## src/rtl/hazard_stall_ctrl.sv

```systemverilog
`default_nettype none
// ============================================================================
//  Module   : hazard_stall_ctrl
//  Purpose  : Hazard and stall controller for the 5-stage RISC-V pipeline.
//             It drives the enables of the PC and the IF/ID and ID/EX
//             registers, and the bubble (flush) requests of the IF/ID, ID/EX
//             and EX/MEM registers. It covers load-use stalls, taken-branch
//             squashes and multi-cycle mul/div (MD) stalls. A watchdog
//             freezes the pipeline when an MD operation never completes.
//  Ports    : clk, reset (async, active-high)
//             id_rs1/id_rs2/id_use1/id_use2 - sources read by the ID instr
//             ex_rd/ex_memread               - EX destination, EX is a load
//             branch_taken                   - EX resolved a taken branch
//             md_start/md_done               - MD op in EX / MD result ready
//             pc_en/ifid_en/idex_en          - register enables
//             ifid_flush/idex_flush/exmem_flush - bubble requests
//             md_timeout   - sticky MD watchdog flag (registered)
//             stall_cycles - saturating count of cycles with pc_en=0
//  Revision : 1.0 - initial release
// ============================================================================
module hazard_stall_ctrl #(
  parameter int REG_W  = 5,
  parameter int CNT_W  = 16,
  parameter int MD_MAX = 64
) (
  input  logic             clk,
  input  logic             reset,
  input  logic [REG_W-1:0] id_rs1,
  input  logic [REG_W-1:0] id_rs2,
  input  logic             id_use1,
  input  logic             id_use2,
  input  logic [REG_W-1:0] ex_rd,
  input  logic             ex_memread,
  input  logic             branch_taken,
  input  logic             md_start,
  input  logic             md_done,
  output logic             pc_en,
  output logic             ifid_en,
  output logic             idex_en,
  output logic             ifid_flush,
  output logic             idex_flush,
  output logic             exmem_flush,
  output logic             md_timeout,
  output logic [CNT_W-1:0] stall_cycles
);

  localparam int WAIT_W = $clog2(MD_MAX + 1);
  localparam logic [WAIT_W-1:0] WAIT_MAX = WAIT_W'(MD_MAX);
  localparam logic [WAIT_W-1:0] WAIT_ONE = WAIT_W'(1);

  localparam logic [1:0] S_RUN     = 2'd0;
  localparam logic [1:0] S_MD_WAIT = 2'd1;
  localparam logic [1:0] S_ERR     = 2'd2;

  logic [1:0]        state;
  logic [1:0]        state_nxt;
  logic [WAIT_W-1:0] wait_cnt;
  logic [WAIT_W-1:0] wait_cnt_nxt;
  logic              timeout_set;
  logic              load_use_hz;

  // x0 is hard-wired zero, so a load targeting it can never create a hazard.
  assign load_use_hz = ex_memread && (ex_rd != '0) &&
                       ((id_use1 && (id_rs1 == ex_rd)) ||
                        (id_use2 && (id_rs2 == ex_rd)));

  always_comb begin
    pc_en        = 1'b1;
    ifid_en      = 1'b1;
    idex_en      = 1'b1;
    ifid_flush   = 1'b0;
    idex_flush   = 1'b0;
    exmem_flush  = 1'b0;
    state_nxt    = state;
    wait_cnt_nxt = wait_cnt;
    timeout_set  = 1'b0;

    case (state)
      S_RUN: begin
        if (md_start && !md_done) begin
          pc_en        = 1'b0;
          ifid_en      = 1'b0;
          idex_en      = 1'b0;
          exmem_flush  = 1'b1;
          state_nxt    = S_MD_WAIT;
          wait_cnt_nxt = WAIT_ONE;
        end else if (branch_taken) begin
          // ID is squashed, so any coincident load-use hazard is moot.
          ifid_flush = 1'b1;
          idex_flush = 1'b1;
        end else if (load_use_hz) begin
          pc_en      = 1'b0;
          ifid_en    = 1'b0;
          idex_flush = 1'b1;
        end
      end

      S_MD_WAIT: begin
        if (md_done) begin
          // Result advances this cycle; normal RUN hazard rules apply.
          state_nxt    = S_RUN;
          wait_cnt_nxt = '0;
          if (branch_taken) begin
            ifid_flush = 1'b1;
            idex_flush = 1'b1;
          end else if (load_use_hz) begin
            pc_en      = 1'b0;
            ifid_en    = 1'b0;
            idex_flush = 1'b1;
          end
        end else begin
          pc_en       = 1'b0;
          ifid_en     = 1'b0;
          idex_en     = 1'b0;
          exmem_flush = 1'b1;
          if (wait_cnt == WAIT_MAX) begin
            state_nxt   = S_ERR;
            timeout_set = 1'b1;
          end else begin
            wait_cnt_nxt = wait_cnt + WAIT_ONE;
          end
        end
      end

      S_ERR: begin
        // Frozen until reset; md_done is deliberately ignored here.
        pc_en       = 1'b0;
        ifid_en     = 1'b0;
        idex_en     = 1'b0;
        exmem_flush = 1'b1;
      end

      default: begin
        state_nxt    = S_RUN;
        wait_cnt_nxt = '0;
      end
    endcase

    // While reset is held the pipeline must see a clean "run" view even if
    // the inputs describe a hazard.
    if (reset) begin
      pc_en       = 1'b1;
      ifid_en     = 1'b1;
      idex_en     = 1'b1;
      ifid_flush  = 1'b0;
      idex_flush  = 1'b0;
      exmem_flush = 1'b0;
    end
  end

  always_ff @(posedge clk or posedge reset) begin
    if (reset) begin
      state        <= S_RUN;
      wait_cnt     <= '0;
      md_timeout   <= 1'b0;
      stall_cycles <= '0;
    end else begin
      state      <= state_nxt;
      wait_cnt   <= wait_cnt_nxt;
      md_timeout <= md_timeout | timeout_set;
      if (!pc_en && (stall_cycles != '1)) begin
        stall_cycles <= stall_cycles + CNT_W'(1);
      end
    end
  end

endmodule
`default_nettype wire

```

## config.mk

```make
export PLATFORM = sky130hd
export DESIGN_NAME = hazard_stall_ctrl
export DESIGN_NICKNAME = d
export VERILOG_FILES = /design/src/rtl/hazard_stall_ctrl.sv
export SDC_FILE = /design/constraint.sdc
export NUM_CORES = 1
export LEC_CHECK = 0
export CAP_MARGIN = 20
export CORE_ASPECT_RATIO = 2
export CORE_MARGIN = 2
export CORE_UTILIZATION = 40
export DETAILED_ROUTE_END_ITERATION = 7
export DONT_BUFFER_PORTS = 1
export HOLD_SLACK_MARGIN = 0.02
export PLACE_DENSITY = 0.55
export SLEW_MARGIN = 20
export SYNTH_ARGS = -nofsm -noshare
export SYNTH_HDL_FRONTEND = slang
export SYNTH_SLANG_ARGS = --single-unit
```

## constraint.sdc

```tcl
create_clock -name clk -period 3.25 [get_ports clk]
set_input_delay 0.4875 -clock clk [delete_from_list [all_inputs] [get_ports clk]]
set_output_delay 0.4875 -clock clk [all_outputs]
set_load 0.02 [all_outputs]
```

# Word-level counts from Yosys, hierarchy flattened
# Index checks and enable logic that the tools add are counted.
# totals
wordCells,66
reg_bits,26
input_bits,23
output_inout_bits,23
# op_classes
n_mux,36
n_bitwise,2
n_eq_ne,9
reduce_logical,13
addsub,2
# ops
op,count
2-to-1 mux 1 bit,23
2-to-1 mux 7 bit,3
case mux 7 bit (3 select lines),1
"adder 16 x 1 -> 16 bit, second input constant",1
"!= test 16 bit, second input constant",1
equality test 5 bit,2
case mux 1 bit (3 select lines),3
"adder 7 x 1 -> 7 bit, second input constant",1
"equality test 7 bit, second input constant",1
logical AND 1 bit,6
2-to-1 mux 2 bit,3
"!= test 3 bit, second input constant",2
case mux 2 bit (3 select lines),1
AND reduction 3 bit,2
nonzero test 5 bit,1
case mux 1 bit (2 select lines),2
"equality test 2 x 1 -> 1 bit, second input constant",1
"equality test 2 bit, second input constant",1
logical NOT 1 bit,2
logical NOT 2 bit,1
"!= test 2 bit, second input constant",1
logical OR 1 bit,1
inverter 1 bit,1
OR 1 bit,1

# Depth between registers and ports, before layout
# logic_depth
ltp_word,11
ltp_mapped,9

# Worst setup path after synthesis
# Ideal clock, no wire load.
# synth_path
kind,input port to output port
startpoint,in md_start
endpoint,out pc_en
setup_slack_ps,573
cell_stages,5
arrival_ps,2189
required_time_ps,2762
path_buffers,1
cell_sequence,o21ba_2 > o21ai_0 > inv_1 > a21oi_1 > buf_4
# synth_between
elab_chain_len,4
# synth_lines
element,line,rtl
"start, declared",35,"input logic md_start,"
logical AND 1 bit,80,if (md_start && !md_done) begin
2-to-1 mux 1 bit,n/a,
case mux 1 bit (3 select lines),n/a,
2-to-1 mux 1 bit,n/a,
"end, declared",37,"output logic pc_en,"
# Every way passes these cells.

# Worst setup path after layout
# layout_path
startpoint,reg state[0]
endpoint,out pc_en
# layout_between
elab_chain_len,3
elab_cells_between_ends,5
# layout_lines
element,line,rtl
"start, declared",55,logic [1:0] state;
"start signal, assigned",158,state <= state_nxt;
equality test 2 bit (tied with other cells),n/a,
case mux 1 bit (3 select lines) (*),n/a,
2-to-1 mux 1 bit (*),n/a,
# Mark *: on every way between the ends. The rest lies on a longest branch, timed or not.

==> results list <==
- The flow ran to the end, and the final reports show no timing, DRC or antenna violations.
- The wire-length estimate of the detail-placed layout is 2.34 mm.
- For this run, the number of Yosys warnings is 0.
* Avg Vias per Cell: 5.49
- Areal power density over the cells: 512 nW/µm²
- After routing the design area is 1570 µm².
- Ratio of cells with drive above 1 in the final layout: 11.6%
* Fill count: 363
- The final layout contains 174 nets.
- Sequential cells were found to cover 44.3% of the synthesized design area.
- TritonCTS built the clock tree.
- Final instance count without filler cells: 196
* Routed length on met3: 144 µm
* Final count of negative-setup-slack endpoints: 0
- For the worst-skew pair, the clock arrives at the later sink with an insertion delay of 0.27 ns.
* Root buffer cell: sky130_fd_sc_hd__clkbuf_8
- The tightest min-delay check is of the in -> async type.
- Measured on the finished design, the core utilization comes to 43.9%.
* Power after layout: 802 µW
* Crit path arrival time: 1.78 ns
* Top sig layer: met4
* Cell row count: 31
- RSZ-0062 raised after global routing: false
- Floorplan die area: 4200 µm²
- Maximum number of pins on one net before global-route repair: 27
- Summed over all layers, the routed wires come to 2.99 mm.
* WL met1: 1.11 mm
- The worst path needs 2.27 ns of the cycle, external delays included.
* Count of pins over their slew limit: 0
* Antenna violations before repair: 0
- MaxCap Viol Count: 0
- In this run, the number of DRC markers left after iteration 0 of detailed routing was 9.
* Cells after synthesis: 146
- Weighted congestion at the end of routability-driven global placement: 0.837
- CTS Buf Count: 3
- CP startpoint kind: register
* Pleak: 0.648 nW
* Final total negative setup slack: 0 ns
- Synthesized Nets: 172
* Switching Fraction: 34.3%
- The number of placed instances, taps included, is 192.
* Net switching component of the power: 275 µW
- Final Hold Vio Count: 0
- Share of power burned in combinational logic: 15.4%
- Of the total power, registers draw 58.4%.
- Cell Area, Synth: 1470 µm²
* Clk sinks: 26
- Number of global-route vias before repair: 1133
- Clock Power Share: 26.1%
- At the worst endpoint, the required time is 2.76 ns.
- The internal portion of the total power is 527 µW.
* Achievable clock frequency: 0.441 GHz
- The netlist uses 38 different library cells.
- Final period util: 69.8%
- Largest family of logic cells by synthesized area: simple AND/OR/NAND/NOR gates
* CP Max Fanout: 11
- In this run the mean area of a mapped cell was 10.1 µm².
* IO buf count: 0
- Slew @ Worst Pin: 0.666 ns
* Relative slew slack: 55.6%
* Clock Skew: 0.00154 ns
* Number of levels the H-tree was split into: 1
* Growth of design area from synthesis to finish: 6.82%
- Mux cell area share after synthesis: 0.767%
* Area share of and/or/nand/nor cells after synthesis: 22.1%
- The floorplan step set the die height to 89.7 µm.
- After floorplanning, the core was sized to cover 3570 µm².
- Top-level I/O count: 46
* Cell area after placement: 1510 µm²
* Post-synthesis share of cell area spent on full adders, half adders and majority gates: 2.56%
- Clock Pin Slew Worst Setup and Hold Paths: 0.09 ns
- Antenna-violating nets left: 0
- After clock tree synthesis, the flow added hold-fix buffers numbering 0.
- Die width: 46.8 µm
- The number of setup buffers added after CTS is 0.
- Global routing finished with a remaining overflow of 0.
- The worst setup path is captured at a primary output.
- In the final routed layout, each cell accounts on average for 15.3 µm.
* Drt first pass iters: 4
* Starting Density: 41.1%
- Total number of vias: 1076
- First-pass GRT wire length: 4.93 mm
- Diode count: 0
- Clk buf depth: 2
- The worst-case IR drop observed on VDD is 0.000304 V.
- All-layer global routing usage: 15.9%
- Kind of critical path: reg -> out
* Total length of routed met2 wires: 1.68 mm
* DRC violations left: 0
- Post-CTS repair changed the size of 0 cells.
- Compound-gate portion of the synthesized area: 8.70%
* Number of flip-flops and latches in the synthesized netlist: 26
- Parity-gate share of the synthesized area counting xor and xnor cells: 17.9%
-- per-stage QoR --
| step | hold WS (ns) | setup WS (ns) |
|---|---|---|
| floorplan | 0.497 | 0.573 |
| global route | 0.190 | 0.867 |
| global placement | 0.530 | 1.05 |
| finish | 0.142 | 0.982 |
| detailed placement | 0.530 | 1.06 |
| CTS | 0.393 | 0.960 |
-- critical path, stage by stage, from the launching register on --
cell                      delay, ns
sky130_fd_sc_hd__dfrtp_1       0.48
sky130_fd_sc_hd__o21ba_2       0.25
sky130_fd_sc_hd__o21ai_0       0.13
sky130_fd_sc_hd__buf_4         0.17
sky130_fd_sc_hd__inv_1         0.14
sky130_fd_sc_hd__a21oi_1       0.15
sky130_fd_sc_hd__buf_4         0.19
-- cells in the final DEF, fill, tap and decap left out, drive strengths merged, types with 3 or more instances in the layout --
| master | Yosys | routed |
|---|---|---|
| clkbuf | 2 | 4 |
| nand4 | 13 | 13 |
| and2 | 3 | 3 |
| inv | 6 | 6 |
| nand2 | 7 | 7 |
| o21ai | 9 | 9 |
| xnor2 | 16 | 16 |
| nand3 | 9 | 9 |
| dfrtp | 26 | 26 |
| xor2 | 14 | 14 |
| nor2b | 4 | 4 |
| a21oi | 3 | 3 |
| ha | 3 | 3 |
| nor2 | 8 | 8 |
-- kinds of logic after synthesis --
logic type      after synthesis
buf+inv                      11
flops                        26
simple gates                 56
xor+xnor                     30
compound gates               19
mux                           1
fa+ha+maj                     3
-- final cells by class --
class / instances / area (µm²) / area share, %
flip-flops and latches: 26 / 651 / 41.5
well taps: 49 / 61.3 / 3.91
multi-input cells: 109 / 763 / 48.7
clock buffers: 4 / 55.1 / 3.51
inverters: 6 / 22.5 / 1.44
repair buffers: 2 / 15.0 / 0.958
-- synthesized netlist by cell type, drive strengths merged --
master,number,area share (%)
nand2b,1,0.43
a21oi,3,1.0
xnor2,16,9.5
or4,1,0.51
xor2,14,8.4
clkbuf,2,0.51
nor4,2,0.85
and4,2,1.3
and2,3,1.4
ha,3,2.6
nor2b,4,1.7
nor4b,1,0.60
o21ai,9,3.3
nand2,7,1.8
a31oi,1,0.43
nand3,9,3.8
o21ba,1,0.68
and2b,1,0.60
buf,3,1.6
a32oi,1,0.60
nor2,8,2.0
nor3,2,0.68
o21a,2,1.0
o311ai,1,1.1
dfrtp,26,44
mux2,1,0.77
and3,2,0.94
nand4,13,5.5
inv,6,1.5
o31ai,1,0.51
-- path summary, 6_finish.rpt --
kind | start | cells after the start | end | slack, ns
max reg2reg | stall_cycles[7]$_DFFE_PP0P_ | 5 | stall_cycles[1]$_DFFE_PP0P_ | 1.10
min in group clk | md_start | 2 | state[0]$_DFFE_PP0P_ | 0.42
max in group asynchronous | reset | 1 | stall_cycles[6]$_DFFE_PP0P_ | 2.74
min reg2reg | wait_cnt[6]$_DFFE_PP0P_ | 2 | wait_cnt[6]$_DFFE_PP0P_ | 0.55
max | state[0]$_DFFE_PP0P_ | 6 | pc_en | 0.98
min | reset | 1 | state[1]$_DFFE_PP0P_ | 0.14
-- power groups by stage --
stage	combinational (mW)	sequential, mW	clock, mW
6_report	0.124	0.469	0.210
4_1_cts	0.126	0.471	0.217
5_1_grt	0.141	0.476	0.229
2_1_floorplan	0.108	0.454	0
3_5_place_dp	0.124	0.477	0
3_3_place_gp	0.122	0.474	0
-- flip-flops by register name, summed over array words and instances (netlist names) --
register,cells
wait_cnt,7
state,2
stall_cycles,16
md_timeout,1
-- metal layers --
layer	global-route usage, %	up-vias
met1	17.6	528
met3	3.80	7
met2	28.0	30
met5	0	-
met4	6.06	0
li1	-	511
No activity file was read; power rests on OpenSTA's default activity.
